--- src/rtl/sudoku_puzzle_feeder_if.sv ---
// rtl/sudoku_puzzle_feeder_if.sv - row stream, core puzzle handoff and result stream signals
interface sudoku_puzzle_feeder_if;
  logic         in_valid;
  logic         in_ready;
  logic [35:0]  in_row;
  logic [323:0] puzzle_in;
  logic         puzzle_avail;
  logic         read_puzzle;
  logic         done_puzzle;
  logic [323:0] puzzle_out;
  logic         out_valid;
  logic         out_ready;
  logic [35:0]  out_row;
  logic [15:0]  puzzles_in_cnt;
  logic [15:0]  puzzles_out_cnt;

  modport slave (
    input  in_valid, in_row, read_puzzle, done_puzzle, puzzle_out, out_ready,
    output in_ready, puzzle_in, puzzle_avail, out_valid, out_row,
           puzzles_in_cnt, puzzles_out_cnt
  );

  modport master (
    output in_valid, in_row, read_puzzle, done_puzzle, puzzle_out, out_ready,
    input  in_ready, puzzle_in, puzzle_avail, out_valid, out_row,
           puzzles_in_cnt, puzzles_out_cnt
  );
endinterface

--- src/rtl/sudoku_puzzle_feeder.sv ---
// rtl/sudoku_puzzle_feeder.sv - assembles 9-row puzzles for the solver core and streams results back out
module sudoku_puzzle_feeder (
  input  logic                  clk,
  input  logic                  rst,
  sudoku_puzzle_feeder_if.slave bus
);

  logic [323:0] asm_data;
  logic [323:0] head_data;
  logic [323:0] res_data;
  logic [3:0]   row_cnt;
  logic [3:0]   res_idx;
  logic         asm_full;
  logic         head_valid;
  logic         res_valid;
  logic [15:0]  in_cnt;
  logic [15:0]  out_cnt;
  logic [35:0]  row_sel;

  logic accept;
  logic pop;
  logic load;
  logic capture;
  logic out_fire;

  assign accept   = bus.in_valid && !asm_full;
  assign pop      = bus.read_puzzle && head_valid;
  assign load     = asm_full && (!head_valid || pop);
  assign capture  = bus.done_puzzle && !res_valid;
  assign out_fire = res_valid && bus.out_ready;

  always_ff @(posedge clk or posedge rst) begin
    if (rst) begin
      asm_data <= '0;
      row_cnt  <= '0;
      asm_full <= 1'b0;
    end else if (accept) begin
      for (int r = 0; r < 9; r++) begin
        if (row_cnt == 4'(r)) asm_data[323-36*r -: 36] <= bus.in_row;
      end
      if (row_cnt == 4'd8) begin
        row_cnt  <= '0;
        asm_full <= 1'b1;
      end else begin
        row_cnt <= row_cnt + 4'd1;
      end
    end else if (load) begin
      asm_full <= 1'b0;
    end
  end

  // A pop with the assembly register full hands over in the same cycle, so head_valid stays high.
  always_ff @(posedge clk or posedge rst) begin
    if (rst) begin
      head_data  <= '0;
      head_valid <= 1'b0;
      in_cnt     <= '0;
    end else begin
      if (load) begin
        head_data  <= asm_data;
        head_valid <= 1'b1;
      end else if (pop) begin
        head_valid <= 1'b0;
      end
      if (pop) in_cnt <= in_cnt + 16'd1;
    end
  end

  always_ff @(posedge clk or posedge rst) begin
    if (rst) begin
      res_data  <= '0;
      res_valid <= 1'b0;
      res_idx   <= '0;
      out_cnt   <= '0;
    end else if (capture) begin
      res_data  <= bus.puzzle_out;
      res_valid <= 1'b1;
      res_idx   <= '0;
    end else if (out_fire) begin
      if (res_idx == 4'd8) begin
        res_valid <= 1'b0;
        out_cnt   <= out_cnt + 16'd1;
      end else begin
        res_idx <= res_idx + 4'd1;
      end
    end
  end

`ifndef SYNTHESIS
  always_ff @(posedge clk) begin
    if (!rst && bus.done_puzzle && res_valid)
      $error("sudoku_puzzle_feeder: done_puzzle dropped, result slot still busy");
  end
`endif

  always_comb begin
    row_sel = '0;
    for (int r = 0; r < 9; r++) begin
      if (res_idx == 4'(r)) row_sel = res_data[323-36*r -: 36];
    end
  end

  assign bus.in_ready        = !asm_full;
  assign bus.puzzle_in       = head_valid ? head_data : '0;
  assign bus.puzzle_avail    = head_valid && !res_valid;
  assign bus.out_valid       = res_valid;
  assign bus.out_row         = res_valid ? row_sel : '0;
  assign bus.puzzles_in_cnt  = in_cnt;
  assign bus.puzzles_out_cnt = out_cnt;

endmodule
--- src/flat_wrapper.sv ---
// flat-port wrapper written by rule: the top's interface ports become plain ports
module sudoku_puzzle_feeder_flat 
  (clk, rst, bus_in_valid, bus_in_row, bus_read_puzzle, bus_done_puzzle, bus_puzzle_out, bus_out_ready, bus_in_ready, bus_puzzle_in, bus_puzzle_avail, bus_out_valid, bus_out_row, bus_puzzles_in_cnt, bus_puzzles_out_cnt);
  sudoku_puzzle_feeder_if bus_i ();
  input  logic clk;
  input  logic rst;
  input wire logic [$bits(bus_i.in_valid)-1:0] bus_in_valid;
  input wire logic [$bits(bus_i.in_row)-1:0] bus_in_row;
  input wire logic [$bits(bus_i.read_puzzle)-1:0] bus_read_puzzle;
  input wire logic [$bits(bus_i.done_puzzle)-1:0] bus_done_puzzle;
  input wire logic [$bits(bus_i.puzzle_out)-1:0] bus_puzzle_out;
  input wire logic [$bits(bus_i.out_ready)-1:0] bus_out_ready;
  output wire logic [$bits(bus_i.in_ready)-1:0] bus_in_ready;
  output wire logic [$bits(bus_i.puzzle_in)-1:0] bus_puzzle_in;
  output wire logic [$bits(bus_i.puzzle_avail)-1:0] bus_puzzle_avail;
  output wire logic [$bits(bus_i.out_valid)-1:0] bus_out_valid;
  output wire logic [$bits(bus_i.out_row)-1:0] bus_out_row;
  output wire logic [$bits(bus_i.puzzles_in_cnt)-1:0] bus_puzzles_in_cnt;
  output wire logic [$bits(bus_i.puzzles_out_cnt)-1:0] bus_puzzles_out_cnt;
  assign bus_i.in_valid = bus_in_valid;
  assign bus_i.in_row = bus_in_row;
  assign bus_i.read_puzzle = bus_read_puzzle;
  assign bus_i.done_puzzle = bus_done_puzzle;
  assign bus_i.puzzle_out = bus_puzzle_out;
  assign bus_i.out_ready = bus_out_ready;
  assign bus_in_ready = bus_i.in_ready;
  assign bus_puzzle_in = bus_i.puzzle_in;
  assign bus_puzzle_avail = bus_i.puzzle_avail;
  assign bus_out_valid = bus_i.out_valid;
  assign bus_out_row = bus_i.out_row;
  assign bus_puzzles_in_cnt = bus_i.puzzles_in_cnt;
  assign bus_puzzles_out_cnt = bus_i.puzzles_out_cnt;
  sudoku_puzzle_feeder u_core (.clk(clk), .rst(rst), .bus(bus_i));
endmodule
--- config.mk ---
export PLATFORM = sky130hd
export DESIGN_NAME = sudoku_puzzle_feeder_flat
export DESIGN_NICKNAME = d
export VERILOG_FILES = /design/src/rtl/sudoku_puzzle_feeder_if.sv /design/src/rtl/sudoku_puzzle_feeder.sv /design/src/flat_wrapper.sv
export SDC_FILE = /design/constraint.sdc
export NUM_CORES = 2
export LEC_CHECK = 0
export CORE_AREA = 2 2 296 298
export DETAILED_ROUTE_END_ITERATION = 10
export DIE_AREA = 0 0 298 300
export PLACE_DENSITY = 0.76
export SKIP_CTS_REPAIR_TIMING = 1
export SLEW_MARGIN = 15
export SYNTH_ARGS = -nofsm -noshare
export SYNTH_HDL_FRONTEND = slang
export SYNTH_SLANG_ARGS = --single-unit
--- constraint.sdc ---
create_clock -name clk -period 40.1 [get_ports clk]
set_input_delay 4.01 -clock clk [delete_from_list [all_inputs] [get_ports clk]]
set_output_delay 4.01 -clock clk [all_outputs]
set_load 0.02 [all_outputs]
==> metrics.md <==
| Metric | Value |
|---|---|
| Final Cycle Share | 21.2% |
| Total internal power | 2.76 mW |
| Sink Count | between 1000 and 1500 |
| Yosys Warn Count | 0 |
| Clock-pin transition on the worst setup and hold timing paths | 0.06 ns |
| Number of nets produced by synthesis | 3414 |
| Most used cells in the layout excluding fill and tap cells | 1014 x dfrtp_1, 880 x mux2_2, 760 x clkdlybuf4s50_1, 325 x and2_1, 103 x clkbuf_16 |
| PnR worst setup slack | 31.60 ns |
| Setup Crit Path Kind | flip-flop to primary output |
| Final routed wirelength across all metal layers | between 100000 and 150000 microns |
| Combinational share of power | 32.1% |
| Final number of hold-violating endpoints | 0 |
| Die H | 300 microns |
| Total Negative Setup Slacks | 0 ns |
| Time the worst path needs with I/O delays and setup | between 8 and 9 ns |
| Length in cells of the worst reg-to-reg path | 5 |
| Power per standard cell area | around 74 nW/um^2 |
| Critical-path cell list | ha_2 > or2_2 > a221oi_1 > o32a_1 > o21ai_0 > clkdlybuf4s50_1 |
| Number of placed instances, taps included | 4779 |
| Placed Instance Area | 51100 sq um |
| Number of synthesized register bits | 1015 |
| Post-synth design cell area | 42600 sq um |
| Initial core utilization | 49.5% |
| Slew margin rel. | between 15 and 20% |
| Synth-to-Final Area Change | 28.5% |
| Leakage power | around 24 nW |
| Number of detailed-route iterations in the first pass | 5 |
| Global-route wire length before repair | 194000 microns |
| Area used by multi-input combinational logic | 16200 sq um |
| Aggregate global-route resource usage | ~29% |
| Aggregate global routing overflow | 0 |
| Most frequently used flop master after synthesis | dfrtp_1 |
| Cell with the largest stage delay on the worst path | or2_2 |
| Endpoint required time on the critical path | 36.09 ns |
| Number of antenna violations at the first check in global routing | 33 |
| Worst hold path depth | 1 |
| Number of flops mapped to enable cells by yosys | 0 |
| Synthesized-area fraction occupied by and/or/nand/nor cells | 6.38% |
| Remaining DRCs | 0 |
| Placer's final routability congestion estimate | 0.948 |
| Type of origin of the critical path | flip-flop |
| Max stage delay on crit path | roughly 0.94 ns |
| Power spent charging and discharging nets | 1.29 mW |
| H-tree lvl count | 3 |
| Fraction of registers with async set or reset after synthesis | 100% |
| Setup repair after global routing missed its margin | no |
| Number of top-level pins | between 700 and 800 |
| CP delay by family, top | simple AND/OR/NAND/NOR gates |
| Synthesized area divided by synthesized cell count | approximately 14 sq um |
| Adder and majority cell fraction of the synthesized area | 0.293% |
| Transition at the pin with the smallest max-transition slack | around 1.2 ns |
| Compound-Gate Fraction of Synth Area | 5.34% |
| Initial DRC count | around 2300 |
| Number of cells on the critical path | 6 |
| Setup clock skew after layout | 0.0521 ns |
| Total number of placement rows | between 100 and 150 |
| Storage element area | 25400 sq um |
| Horiz. Die Dim | 298 microns |
| Mux cell area share after synthesis | 25.1% |
| Clock latency reported for the late side of the worst-skew pair | 0.67 ns |
| Sequential share of power | 42.9% |
| Final-stage net count | 4105 |
| Crit path buffers/inverters | 1 |
| Path category of the worst min-delay check | flip-flop to flip-flop |
| Run status | finished clean |
| DRT antenna net count | 0 |
| Routed vias/inst | 5.63 |
| Fill cell instance count of the final layout | 6592 |
| Arrival time at the worst endpoint | 4.49 ns |
| Routed wire per std cell | around 26 microns |
| Clock Tree Buf Depth | 3 |
| Clock buffers created by TritonCTS | 103 |
| Main combinational cell family by area after synthesis | multiplexers |
| Core box area | ~86000 sq um |
| Unique masters post-synth | 44 |
| Via count | 28100 |
| Count of non-filler cells in the finished layout | 5000 |
| Worst slack at placement | about 32 ns |
| Buffers on Ports | 760 |
| Clock tree from TritonCTS | built |
| Synthesized instance count | ~3000 |
| Peak VDD IR | 0.0516 mV |
| Number of global-route vias before repair | 29000 |
| Post-Synth XOR/XNOR Area | less than 1% |
| Number of max-slew violations in the final report | 0 |
| Critical Path End Type | primary output |
| Total of endpoints with negative setup slack in the final report | 0 |
| Die area | 89400 sq um |
| Final design instance area without fill | between 50000 and 60000 sq um |
| DP Wirelength | 87200 microns |
| Largest net degree at the start of global routing | 250 |
| Number of maximum-capacitance constraint violations | 0 |
| Portion of the post-synthesis area used by sequential elements | 59.6% |
| Part of the power in the clock network | 25.0% |
| Max Clock Freq | 118 MHz |
| Root cell of the clock tree | clkbuf_16 |
| Most common library cell in the layout ignoring fill and taps | dfrtp_1 |
| Ratio of cells with drive above 1 in the final layout | between 30 and 40% |
| Max Fanout on Critical Path | 40 |
| Switching share of total power | 31.9% |
-- layer usage --
layer / part of all wire [%] / global-route usage, % / wire (microns) / up-vias
met1: 40 / 36.8 / 52200 / 14700
li1: - / - / - / 12100
met3: 6.6 / 6.29 / 8590 / 258
met5: 0.053 / 0 / 69 / -
met4: 4.9 / 13.6 / 6390 / 10
met2: 48 / 47.3 / 63100 / 1011
-- Yosys cell counts, drive strengths merged, types with 2 or more instances --
library cell,count,area share [%]
nor3,7,0.12
nor2b,6,0.088
nand2,64,0.63
o22ai,36,0.53
nor2,16,0.14
or2,2,0.029
o21ai,115,1.3
inv,45,0.40
nand3,12,0.14
buf,102,1.4
nand4,12,0.18
a221oi,72,1.5
xnor2,22,0.45
nand2b,4,0.076
and2,326,4.8
a22oi,36,0.63
mux2,938,25
o32a,36,0.84
dfrtp,1015,60
ha,10,0.29
and3,4,0.059
xor2,10,0.21
clkbuf,101,0.89
a21oi,38,0.45
-- flip-flops by register name (all words and copies together) (netlist names) --
register,count
u_core.asm_data,324
u_core.asm_full,1
u_core.bus.out_valid,1
u_core.bus.puzzles_in_cnt,16
u_core.bus.puzzles_out_cnt,16
u_core.head_data,324
u_core.head_valid,1
u_core.res_data,324
u_core.res_idx,4
u_core.row_cnt,4
-- worst reg2reg max path: cells and delay by family (launching register included) --
kind	cells	cell delay, ns
buf+inv	2	1.39
flops	1	0.89
mux	1	0.89
simple gates	2	0.86
-- kinds of logic after synthesis --
| logic type | after synthesis |
|---|---|
| muxes | 938 |
| buffers and inverters | 248 |
| and+or+nand+nor | 459 |
| DFF | 1015 |
| xor gates and xnor gates | 32 |
| AOI/OAI and AO/OA | 336 |
| adders and majority gates | 10 |
-- power by group through the flow --
stage | logic (mW) | registers [mW] | clock network [mW]
2_1_floorplan | 0.894 | 1.66 | 0
3_3_place_gp | 1.26 | 1.72 | 0
3_5_place_dp | 1.29 | 1.74 | 0
4_1_cts | 1.30 | 1.73 | 1.03
5_1_grt | 1.38 | 1.79 | 1.07
6_report | 1.30 | 1.74 | 1.01
-- layout make-up --
type / count / area share (%)
tap: 1155 / 2.64
timing repair buffer: 789 / 14.4
inverter: 45 / 0.322
clock inverter: 39 / 1.10
clock buffer: 153 / 5.54
sequential: 1015 / 46.4
antenna: 29 / 0.132
multi-input combinational: 1775 / 29.5
-- through the flow --
stage	total power, mW	hold WS [ns]	util (%)
6_report	4.05	0.476	63.6
5_1_grt	4.25	0.505	63.5
4_1_cts	4.06	0.476	63.5
3_5_place_dp	3.03	0.472	59.3
3_3_place_gp	2.98	0.464	59.3
2_1_floorplan	2.56	0.454	-
-- path summary, 6_finish.rpt --
kind / from / to / slack [ns]
max: u_core.res_idx[0] / bus_out_row[4] / 31.60
min: u_core.asm_data[115] / u_core.head_data[115] / 0.48
max reg2reg: u_core.head_valid / u_core.head_data[220] / 35.93
min in group asynchronous: rst / u_core.head_data[287] / 3.89
min reg2reg: u_core.asm_data[115] / u_core.head_data[115] / 0.48
max in group asynchronous: rst / u_core.head_data[5] / 33.14
Note: power is estimated with default switching activity, not from simulation.
